`src/rtl/emesh_dispatch_pkg.sv`:
```
// Shared definitions for the emesh dispatcher: packet field offsets, the
// destination select-field extractor and a constant clog2 helper.
package emesh_dispatch_pkg;

  localparam int unsigned DSTADDR_LSB = 8;
  localparam int unsigned MAX_PW      = 1024;
  localparam int unsigned MAX_SELW    = 32;

  function automatic int unsigned clog2(input int unsigned v);
    int unsigned r;
    r = 0;
    for (int unsigned i = 0; i < 32; i++) begin
      if ((32'd1 << i) < v) r = i + 1;
    end
    return r;
  endfunction

  // Top selw bits of the aw-bit dstaddr field, zero-extended to MAX_SELW.
  function automatic logic [MAX_SELW-1:0] sel_field(input logic [MAX_PW-1:0] pkt,
                                                    input int unsigned aw,
                                                    input int unsigned selw);
    logic [MAX_PW-1:0] sh;
    sh = pkt >> (DSTADDR_LSB + aw - selw);
    sel_field = '0;
    for (int unsigned i = 0; i < MAX_SELW; i++) begin
      if (i < selw) sel_field[i] = sh[i];
    end
  endfunction

endpackage

```
`src/rtl/emesh_dispatch_fifo.sv`:
```
// Show-ahead synchronous FIFO with extended pointers; a full FIFO accepts a
// push in the same cycle as a pop.
module emesh_dispatch_fifo
  import emesh_dispatch_pkg::*;
#(
  parameter int DEPTH = 4,
  parameter int PW    = 104
) (
  input  logic          clk,
  input  logic          nreset,
  input  logic          push,
  input  logic          pop,
  input  logic [PW-1:0] din,
  output logic [PW-1:0] dout,
  output logic          full,
  output logic          empty,
  output logic          pop_full
);

  localparam int unsigned IW   = clog2(DEPTH);
  localparam int unsigned PTRW = IW + 1;

  logic [PW-1:0]   mem [DEPTH];
  logic [PTRW-1:0] wr_ptr;
  logic [PTRW-1:0] rd_ptr;
  logic            do_push;
  logic            do_pop;

  assign empty    = (wr_ptr == rd_ptr);
  assign full     = (wr_ptr[PTRW-1] != rd_ptr[PTRW-1]) &&
                    (wr_ptr[IW-1:0] == rd_ptr[IW-1:0]);
  assign do_pop   = pop & ~empty;
  assign do_push  = push & (~full | do_pop);
  assign pop_full = full & do_pop;
  assign dout     = mem[rd_ptr[IW-1:0]];

  // NOTE: sequential state uses non-blocking assignments so every flop
  // samples pre-edge values regardless of statement order.
  always_ff @(posedge clk or negedge nreset) begin
    if (!nreset) begin
      wr_ptr <= '0;
      rd_ptr <= '0;
    end else begin
      if (do_push) wr_ptr <= wr_ptr + PTRW'(1);
      if (do_pop)  rd_ptr <= rd_ptr + PTRW'(1);
    end
  end

  // NOTE: storage is deliberately not reset; the pointers alone define which
  // entries are valid, and reset-free memory maps onto plain RAM.
  always_ff @(posedge clk) begin
    if (do_push) mem[wr_ptr[IW-1:0]] <= din;
  end

endmodule

```
`src/rtl/emesh_dispatch.sv`:
```
// N-way emesh address router: decodes the dstaddr select field, steers each
// packet into a per-channel FIFO and drops/counts unmapped packets.
module emesh_dispatch
  import emesh_dispatch_pkg::*;
#(
  parameter int N     = 4,
  parameter int AW    = 32,
  parameter int PW    = 104,
  parameter int SELW  = 12,
  parameter int DEPTH = 4,
  parameter int CW    = 16
) (
  input  logic            clk,
  input  logic            nreset,
  input  logic [N-1:0]    chan_en,
  input  logic            access_in,
  input  logic [PW-1:0]   packet_in,
  output logic            wait_out,
  output logic [N-1:0]    access_out,
  output logic [N*PW-1:0] packet_out,
  input  logic [N-1:0]    wait_in,
  output logic [CW-1:0]   drop_count,
  output logic            drop_pulse
);

  localparam int unsigned IW  = clog2(N);
  localparam int unsigned NP2 = 2 ** IW;

  logic [MAX_PW-1:0]   pkt_ext;
  logic [MAX_SELW-1:0] sel;
  logic [IW-1:0]       target;
  logic [NP2-1:0]      chan_en_ext;
  logic [NP2-1:0]      blocked;
  logic [N-1:0]        full;
  logic [N-1:0]        empty;
  logic [N-1:0]        pop_full;
  logic [N-1:0]        push;
  logic [N-1:0]        pop;
  logic                mapped;
  logic                accept;
  logic                drop;

  assign pkt_ext     = MAX_PW'(packet_in);
  assign sel         = sel_field(pkt_ext, AW, SELW);
  assign target      = sel[IW-1:0];
  // Padded to a power of two so a decoded index beyond N-1 never reads past the vector.
  assign chan_en_ext = NP2'(chan_en);
  assign mapped      = (sel < MAX_SELW'(N)) & chan_en_ext[target];

  // NOTE: every always_comb output gets a default first so no path leaves it
  // unassigned and infers a latch.
  always_comb begin
    blocked = '0;
    for (int k = 0; k < N; k++) blocked[k] = full[k] & ~pop_full[k];
  end

  assign wait_out = access_in & mapped & blocked[target];
  assign accept   = access_in & ~wait_out;
  assign drop     = accept & ~mapped;

  for (genvar k = 0; k < N; k++) begin : g_chan
    assign pop[k]        = ~empty[k] & ~wait_in[k];
    assign push[k]       = accept & mapped & (target == IW'(k));
    assign access_out[k] = ~empty[k];

    emesh_dispatch_fifo #(
      .DEPTH (DEPTH),
      .PW    (PW)
    ) u_fifo (
      .clk      (clk),
      .nreset   (nreset),
      .push     (push[k]),
      .pop      (pop[k]),
      .din      (packet_in),
      .dout     (packet_out[k*PW +: PW]),
      .full     (full[k]),
      .empty    (empty[k]),
      .pop_full (pop_full[k])
    );
  end

  always_ff @(posedge clk or negedge nreset) begin
    if (!nreset) begin
      drop_count <= '0;
      drop_pulse <= 1'b0;
    end else begin
      drop_pulse <= drop;
      if (drop && (drop_count != '1)) drop_count <= drop_count + CW'(1);
    end
  end

endmodule

```
`config.mk`:
```
export PLATFORM = sky130hd
export DESIGN_NAME = emesh_dispatch
export DESIGN_NICKNAME = d
export VERILOG_FILES = /design/src/rtl/emesh_dispatch_pkg.sv /design/src/rtl/emesh_dispatch_fifo.sv /design/src/rtl/emesh_dispatch.sv
export SDC_FILE = /design/constraint.sdc
export NUM_CORES = 1
export LEC_CHECK = 0
export ABC_CLOCK_PERIOD_IN_PS = 5750
export CORE_MARGIN = 2
export CORE_UTILIZATION = 55
export DETAILED_ROUTE_END_ITERATION = 8
export DONT_BUFFER_PORTS = 1
export PLACE_DENSITY = 0.74
export SLEW_MARGIN = 10
export SYNTH_ARGS = -nofsm -noshare
export SYNTH_HDL_FRONTEND = slang
export SYNTH_SLANG_ARGS = --single-unit
```
`constraint.sdc`:
```
create_clock -name clk -period 5.75 [get_ports clk]
set_clock_uncertainty 0.05 [all_clocks]
set_input_delay 1.725 -clock clk [delete_from_list [all_inputs] [get_ports clk]]
set_output_delay 1.725 -clock clk [all_outputs]
set_load 0.02 [all_outputs]
```
Word-level counts from Yosys, hierarchy flattened --
Memories as Yosys holds them, arrays and structs flattened. Index checks and enable logic that the tools add are counted. Widths: inputs -> output; s select.
Storage, ports and cells: bits of input ports 115, word-level logic and storage cells 111, RAM bits 1664, output and inout bits 438, bits in registers 41, memories 4
Memory list:
- g_chan[0].u_fifo.mem | words 4, bits a word 104, rd ports 1, clocked after memory_dff 0, write ports 1, line emesh_dispatch_fifo.sv:23 | logic [PW-1:0] mem [DEPTH];
- g_chan[1].u_fifo.mem | words 4, bits a word 104, rd ports 1, clocked after memory_dff 0, write ports 1, line emesh_dispatch_fifo.sv:23
- g_chan[2].u_fifo.mem | words 4, bits a word 104, rd ports 1, clocked after memory_dff 0, write ports 1, line emesh_dispatch_fifo.sv:23
- g_chan[3].u_fifo.mem | words 4, bits a word 104, rd ports 1, clocked after memory_dff 0, write ports 1, line emesh_dispatch_fifo.sv:23
Operators by class: add/sub/neg operators 9, $lt $le $gt $ge 2, mux-type cells 12, bitwise operators 52, reduce and logical (&&, ||, !) cells 6, equal/unequal tests 16
Operators with widths (number):
- $and 1x1->1 | 30
- $add 3x1->3 const B | 8
- $not 1->1 | 18
- $add 16x1->16 const B | 1
- $ne 16x16->1 const B | 1
- $eq 3x3->1 | 4
- $lt 12x3->1 const B | 1
- $mux 1 | 10
- $eq 2x2->1 | 4
- $logic_and 1x1->1 | 5
- $bmux 1 s2 | 2
- $eq 2x2->1 const B | 2
- $ne 1x1->1 | 4
- $or 1x1->1 | 4
- $lt 2x3->1 const B | 1
- $eq 2x1->1 const B | 1
- $logic_not 2->1 | 1

Longest topological paths before layout --
Gate-level depths: netlist (run 1).
word-level depth 17, gate-level depth with buffers 7, gate-level depth less buffers 6

Hierarchy --
A second synthesis (run 1) with hierarchy kept.
Second synthesis, totals: cell total of the unflattened synthesis 2464, area, all modules 62841.5 µm²
Modules (own cells, without submodules):
- emesh_dispatch_fifo at g_chan[0].u_fifo ... | instances 3, cells an instance 588, area each 15446.1 µm², sequential area each 12642.1 µm²
- emesh_dispatch_fifo at g_chan[1].u_fifo | instances 1, cells an instance 588, area each 15432.3 µm², sequential area each 12642.1 µm²
- emesh_dispatch | instances 1, cells an instance 112, area each 1071.0 µm², sequential area each 425.4 µm²

Least setup slack after synthesis (run 1) --
Ideal clock, no wire load.
path type input port to flip-flop, start in packet_in[33], end mem g_chan[1].u_fifo.mem[1][0], enable pin, arrival time 5.138 ns, path slack 0.088 ns, library setup time 0.475 ns, stages on the path 4, required time 5.225 ns, path buffers 0, cell sequence nor4_4 nand4_4 a2111oi_4 and2_1
On the way: cells in the longest elaborated chain, start to end 11
Ends and longest elaborated chain:
- start, declared | line emesh_dispatch.sv:17 | input logic [PW-1:0] packet_in,
- $lt 12x3->1 (*) | line emesh_dispatch.sv:48 | assign mapped = (sel < MAX_SELW'(N)) & chan_en_ext[target];
- $and 1x1->1 (*) | line emesh_dispatch.sv:48
- $and 1x1->1 (2 in series) | line emesh_dispatch.sv:57 | assign wait_out = access_in & mapped & blocked[target];
- $not 1->1 | line emesh_dispatch.sv:58 | assign accept = access_in & ~wait_out;
- $and 1x1->1 | line emesh_dispatch.sv:58
- $and 1x1->1 (*) (2 in series) | line emesh_dispatch.sv:63 | assign push[k] = accept & mapped & (target == IW'(k));
- $and 1x1->1 (*) | line emesh_dispatch_fifo.sv:33 | assign do_push = push & (~full | do_pop);
- $mux 1 (*) | line emesh_dispatch_fifo.sv:52 | if (do_push) mem[wr_ptr[IW-1:0]] <= din;
- $mux 1 (not written as such) (*) | line emesh_dispatch_fifo.sv:52
- end, declared | line emesh_dispatch_fifo.sv:23
Mark *: on every way between the ends. The rest lies on a longest branch, timed or not.

Worst setup path after layout (run 1) --
start reg g_chan[3].u_fifo.rd_ptr[1], end out packet_out[396]
On the way: cells in the longest elaborated chain, start to end 1
Ends and longest elaborated chain:
- start, declared | line emesh_dispatch_fifo.sv:25 | logic [PTRW-1:0] rd_ptr;
- start signal, assigned | line emesh_dispatch_fifo.sv:45 | if (do_pop) rd_ptr <= rd_ptr + PTRW'(1);
- $mem_v2 4x104
- end, declared | line emesh_dispatch.sv:20 | output logic [N*PW-1:0] packet_out,
No other way between the ends.

==> results of run 1 <==
## final timing paths
check	start	endpoint	slack, ns	depth (start not counted)
min in group asynchronous	nreset	drop_count[0]	0.61	0
min reg2reg	g_chan[0].u_fifo.wr_ptr[2]	g_chan[0].u_fifo.wr_ptr[2]	0.45	1
min	g_chan[0].u_fifo.wr_ptr[2]	g_chan[0].u_fifo.wr_ptr[2]	0.45	1
max reg2reg	g_chan[3].u_fifo.rd_ptr[1]	g_chan[3].u_fifo.mem[3][65]	2.29	5
max in group asynchronous	nreset	g_chan[1].u_fifo.rd_ptr[1]	4.90	0
max	g_chan[3].u_fifo.rd_ptr[1]	packet_out[396]	0.97	2
## power breakdown
| group | switching, mW | internal [mW] |
|---|---|---|
| Sequential | 0.482 | 13.7 |
| Clock | 4.52 | 6.12 |
| Combinational | 5.20 | 2.83 |
## stage by stage
stage	std cells	instance area [um^2]	power [mW]	util	hold WS (ns)
2_1_floorplan	2402	62200	20.4	-	0.412
3_3_place_gp	3857	64500	22.5	0.574	0.426
3_5_place_dp	3857	64500	22.6	0.574	0.431
4_1_cts	4158	69900	33.2	0.622	0.444
5_1_grt	4158	69900	33.8	0.622	0.459
6_report	4159	69900	32.9	0.622	0.450
## per-layer routing
layer  part of all wire  vias up  GRT usage
li1                   -    10600          -
met1               0.35    14300      0.322
met4              0.044        0     0.0999
met3              0.093      276     0.0657
met5                  0        -          0
met2               0.51     1484      0.419
## critical path: stages (launching register included)
cell     delay, ns
dfrtp_4       0.99
buf_4         0.65
mux4_2        0.52
## placed cells by master, fill, tap and decap left out, drive strengths merged, types with 2 or more instances in the layout
| cell type | netlist | final |
|---|---|---|
| a2111oi | 2 | 2 |
| a21oi | 6 | 6 |
| and2 | 17 | 17 |
| buf | 58 | 53 |
| bufinv | 0 | 16 |
| clkbuf | 40 | 206 |
| clkinv | 0 | 70 |
| clkinvlp | 0 | 4 |
| dfrtp | 41 | 41 |
| edfxtp | 1664 | 1664 |
| ha | 21 | 21 |
| inv | 14 | 19 |
| mux2 | 6 | 6 |
| mux2i | 2 | 2 |
| mux4 | 417 | 417 |
| nand2 | 16 | 16 |
| nand3 | 8 | 8 |
| nand4 | 7 | 7 |
| nor2 | 13 | 13 |
| nor2b | 2 | 2 |
| nor3 | 7 | 7 |
| nor4 | 5 | 5 |
| o21ai | 4 | 4 |
| o41ai | 2 | 2 |
| or3 | 2 | 2 |
| xnor2 | 18 | 18 |
| xor2 | 25 | 25 |
## kinds of logic (layout without fill, tap and decap cells)
| group | count (synthesis) | in the layout | synth area share |
|---|---|---|---|
| flip-flops | 1705 | 1705 | 0.819 |
| other | 0 | 1 | 0 |
| AO/OA/AOI/OAI | 14 | 14 | 0.00197 |
| adder cells (fa/ha/maj) | 21 | 21 | 0.00422 |
| multiplexers | 425 | 425 | 0.152 |
| AND/OR/NAND/NOR | 82 | 82 | 0.00814 |
| XOR/XNOR | 43 | 43 | 0.00629 |
| buffers and inverters | 112 | 368 | 0.00786 |
## cell type report
type,instances,area (um^2),share of cell area
clock buffer,206,4350,0.0623
multi-input combinational,585,10800,0.154
clock inverter,95,1020,0.0146
tap,1500,1880,0.0269
timing repair buffer,53,761,0.0109
sequential,1705,51000,0.730
antenna,1,2.50,0.0000358
inverter,14,52.6,0.000752
## Yosys cell counts, drive strengths merged
| master | count |
|---|---|
| o21ai | 4 |
| ha | 21 |
| mux2i | 2 |
| nand4 | 7 |
| nor2 | 13 |
| and3 | 1 |
| nor2b | 2 |
| dfrtp | 41 |
| buf | 58 |
| and2 | 17 |
| clkbuf | 40 |
| xnor2 | 18 |
| o41ai | 2 |
| or3 | 2 |
| nor4 | 5 |
| nand2 | 16 |
| a21oi | 6 |
| or4 | 1 |
| edfxtp | 1664 |
| mux4 | 417 |
| nand3 | 8 |
| and4 | 1 |
| inv | 14 |
| mux2 | 6 |
| nor3 | 7 |
| xor2 | 25 |
| a2111oi | 2 |
| or2b | 1 |
| and2b | 1 |
## sequential cells by signal, indices dropped and copies added, names as in the netlist
signal	count
g_chan.u_fifo.wr_ptr	12
drop_pulse	1
g_chan.u_fifo.rd_ptr	12
drop_count	16
g_chan.u_fifo.mem	1664
==> out/qor.txt, run 1 <==
num ports: 553
total grt overflow: 0
min cycle time layout: 4.78 ns
worst relative slew slack: 0.318
Finish-stage setup viols: 0
Place WS: 1.10 ns
final hold viol count: 0
detailed router's first-iteration violation count: 3088
Hold Crit Class: register to register
final WL: 145 mm
worst setup path class: register to output pin
Post-CTS Setup Repair Bufs: 0
Synth Cell Area: 0.0622 mm^2
DR WL/cell: 34.8 um
Critical Path AT: 3.01 ns
drt first pass iters: 5
half-perimeter wire length after placement: 82.9 mm
Worst Path Max Fanout: 50
vias post-DR: 26600
Die H: 340 um
vias per inst: 6.40
worst slew pin tran: 1.02 ns
clk sink count: 1705
post-route ant nets: 0
Syn Area/Cell: 25.9 um^2
Mapped Cells: 2402
area leader, netlist: edfxtp_1
H-Tree Depth: 4
Yosys cell types: 42
Final nets: 2659
first-pass GRT wire length: 206 mm
Synth Warn #: 0
Clock Latency Late Sink: 0.76 ns
Starting Density: 0.554
power per cell area: 470 mW/mm^2
outcome: finished clean
initial antenna violation count: 1
vias in the first global route: 27100
CTS tree: yes
area delta synth->final: 12.3%
die width: 340 um
Placer Congestion: 0.792
RSZ-0062 raised after global routing: no
clock buffer depth: 3
synthesized flop and latch total: 1705
share of the synthesized area in the top cell type: 0.803
PortBufs: 0
GRT Util Overall: 0.252
Peak Freq: 0.209 GHz
fillcell total: 7124
Clock Tree Root: clkbuf_16
layout cell share with drive strength beyond 1: 0.278
Site Rows: 123
Slew Limit Fails: 0
worst path required time: 3.97 ns
largest net degree at the start of global routing: 107
Synth area leaders: edfxtp_1 80%, mux4_2 15%, dfrtp_1 1.6%
post-cts hold buffer count: 0
final worst slack: 0.969 ns
die area: 0.116 mm^2
DR DRC count: 0
LEAKAGE: 21.7 nW
Core Region: 0.112 mm^2
Final Cycle Share: 0.831
CTS clk-pin slew, worst paths: 0.06 ns
maximum vdd drop: 0.000334 V
post-CTS sizing: 0
register area share after synthesis: 0.819
max cap viols: 0
syn_nets: 2538
CP Capture Type: output pin
nature of the critical path startpoint: register
total CTS buffers: 164
setup_tns: 0 ns
No activity file was read; power rests on OpenSTA's default activity.
==> inputs of run 2 (changes only) <==
--- a/config.mk
+++ b/config.mk
@@ -5,7 +5,8 @@
 export SDC_FILE = /design/constraint.sdc
 export NUM_CORES = 1
 export LEC_CHECK = 0
-export ABC_CLOCK_PERIOD_IN_PS = 5750
+export ABC_AREA = 1
+export ABC_CLOCK_PERIOD_IN_PS = 5000
 export CORE_MARGIN = 2
 export CORE_UTILIZATION = 55
 export DETAILED_ROUTE_END_ITERATION = 8
==> constraint.sdc (replaced) <==
create_clock -name clk -period 5 [get_ports clk]
set_clock_uncertainty 0.05 [all_clocks]
set_input_delay 1.5 -clock clk [delete_from_list [all_inputs] [get_ports clk]]
set_output_delay 1.5 -clock clk [all_outputs]
set_load 0.02 [all_outputs]
==> out/qor.txt, run 2 <==
initial antenna violation count: 2
setup_tns: 0 ns
Starting Density: 0.556
worst path required time: 3.45 ns
Critical Path AT: 3.27 ns
layout cell share with drive strength beyond 1: 0.0852
most common cell after layout, fill and taps aside: edfxtp_1
final hold viol count: 0
worst-path cell chain: inv_4 -> buf_4 -> o21ai_0 -> o22ai_1
CP max stage delay: 0.67 ns
largest net degree at the start of global routing: 211
GRT Util Overall: 0.264
CP Capture Type: output pin
count leader, synth: edfxtp_1
worst setup path class: register to output pin
min cycle time layout: 4.82 ns
detailed router's first-iteration violation count: 3702
post-layout util: 0.623
clk sink count: 1705
Hold Crit Class: primary input to async pin
Finish-stage setup viols: 0
die area: 0.119 mm^2
Placer Congestion: 0.846
power per cell area: 577 mW/mm^2
Die H: 345 um
post-CTS sizing: 0
ys async rst share: 0.0240
vias post-DR: 37300
max cap viols: 0
Synth Warn #: 0
post-route ant nets: 0
most instantiated cells after synthesis: 1664 x edfxtp_1, 874 x nor2_1, 834 x o21ai_0
vias per inst: 6.17
outcome: finished clean
drt first pass iters: 6
number of enable flip-flop cells after synthesis: 1664
Overall Power: 41.2 mW
DR WL/cell: 26.4 um
Peak Freq: 0.208 GHz
post-cts hold buffer count: 0
Clock Latency Late Sink: 0.77 ns
Worst path slowest cell: dfrtp_4
Core Region: 0.115 mm^2
vias in the first global route: 35300
num ports: 553
total CTS buffers: 167
final WL: 160 mm
Place WS: 0.763 ns
H-Tree Depth: 4
Clock Tree Root: clkbuf_16
final worst slack: 0.184 ns
non-filler instance count after layout: 6043
commonest non-fill, non-tap cells in the layout: 1664 x edfxtp_1, 862 x nor2_1, 834 x o21ai_0, 416 x o22ai_1, 169 x clkbuf_16
PortBufs: 0
Slew Limit Fails: 0
Final Cycle Share: 0.963
Syn Area/Cell: 14.5 um^2
Site Rows: 124
area delta synth->final: 12.0%
synthesized flop and latch total: 1705
Yosys cell types: 37
Synth Cell Area: 0.0638 mm^2
worst slew pin tran: 1.08 ns
share of the synthesized area in the top cell type: 0.783
Cells after DPL: 5735
RSZ-0062 raised after global routing: no
CTS tree: yes
DR DRC count: 0
area leader, netlist: edfxtp_1
syn_nets: 4534
Mapped Cells: 4398
maximum vdd drop: 0.000546 V
Synth area leaders: edfxtp_1 78%, o21ai_0 6.5%, nor2_1 5.1%
worst relative slew slack: 0.277
CTS clk-pin slew, worst paths: 0.06 ns
die width: 345 um
total grt overflow: 0
Worst Path Max Fanout: 49
first-pass GRT wire length: 231 mm
half-perimeter wire length after placement: 93.5 mm
nature of the critical path startpoint: register
clock buffer depth: 3
Final nets: 4528
register area share after synthesis: 0.799
Largest register FFs: 1664
Post-CTS Setup Repair Bufs: 0
LEAKAGE: 22.8 nW
most used flip-flop cell after synthesis: edfxtp_1
run 2: final cells by class:
cell class	instances	area (um^2)
antenna	2	5.00
sequential	1705	51000
inverter	67	302
timing repair buffer	99	1380
clock inverter	97	956
multi-input combinational	2352	11500
clock buffer	209	4390
tap	1512	1890
fill	8033	43200
run 2: critical path, delay by kind of cell (launching register included):
family | cells | cell delay (ns)
buffers and inverters | 2 | 1.05
DFF | 1 | 0.67
AOI/OAI and AO/OA | 2 | 0.77
run 2: power by group:
group / total [mW] / internal [mW] / switching, mW
clock: 12.1 / 6.81 / 5.28
sequential: 16.2 / 15.8 / 0.444
combinational: 12.9 / 2.64 / 10.3
run 2: stage by stage:
step	area [um^2]	hold slack, ns
finish	71500	0.377
global route	71500	0.331
CTS	71500	0.315
detailed placement	66100	0.451
global placement	66100	0.447
floorplan	63800	0.421
run 2: path summary, 6_finish.rpt:
kind	from	endpoint	slack [ns]	depth (start not counted)
max	g_chan[3].u_fifo.rd_ptr[1]	packet_out[387]	0.18	4
min	nreset	g_chan[1].u_fifo.rd_ptr[1]	0.38	0
max reg2reg	g_chan[1].u_fifo.rd_ptr[1]	g_chan[2].u_fifo.mem[1][103]	1.78	12
min reg2reg	g_chan[2].u_fifo.wr_ptr[2]	g_chan[2].u_fifo.wr_ptr[2]	0.49	2
max in group asynchronous	nreset	g_chan[0].u_fifo.rd_ptr[1]	4.38	0
min in group clk	g_chan[2].u_fifo.wr_ptr[2]	g_chan[2].u_fifo.wr_ptr[2]	0.49	2
run 2: metal layers:
| metal | share of wire | vias up | wire [um] | track usage |
|---|---|---|---|---|
| met5 | 0.00021 | - | 33 | 0 |
| met4 | 0.029 | 4 | 4600 | 0.0889 |
| met3 | 0.098 | 285 | 15700 | 0.0767 |
| met2 | 0.48 | 1592 | 76800 | 0.424 |
| met1 | 0.39 | 18900 | 62500 | 0.349 |
| li1 | - | 16500 | - | - |
run 2: cell families (layout without fill, tap and decap cells):
logic type / count (synthesis) / count (layout) / share of synthesized area
buf+inv: 341 / 472 / 0.0213
flops: 1705 / 1705 / 0.799
fa+ha+maj: 21 / 21 / 0.00412
xor+xnor: 26 / 26 / 0.00369
compound gates: 1261 / 1261 / 0.107
other cells: 0 / 2 / 0
simple gates: 1044 / 1044 / 0.0641
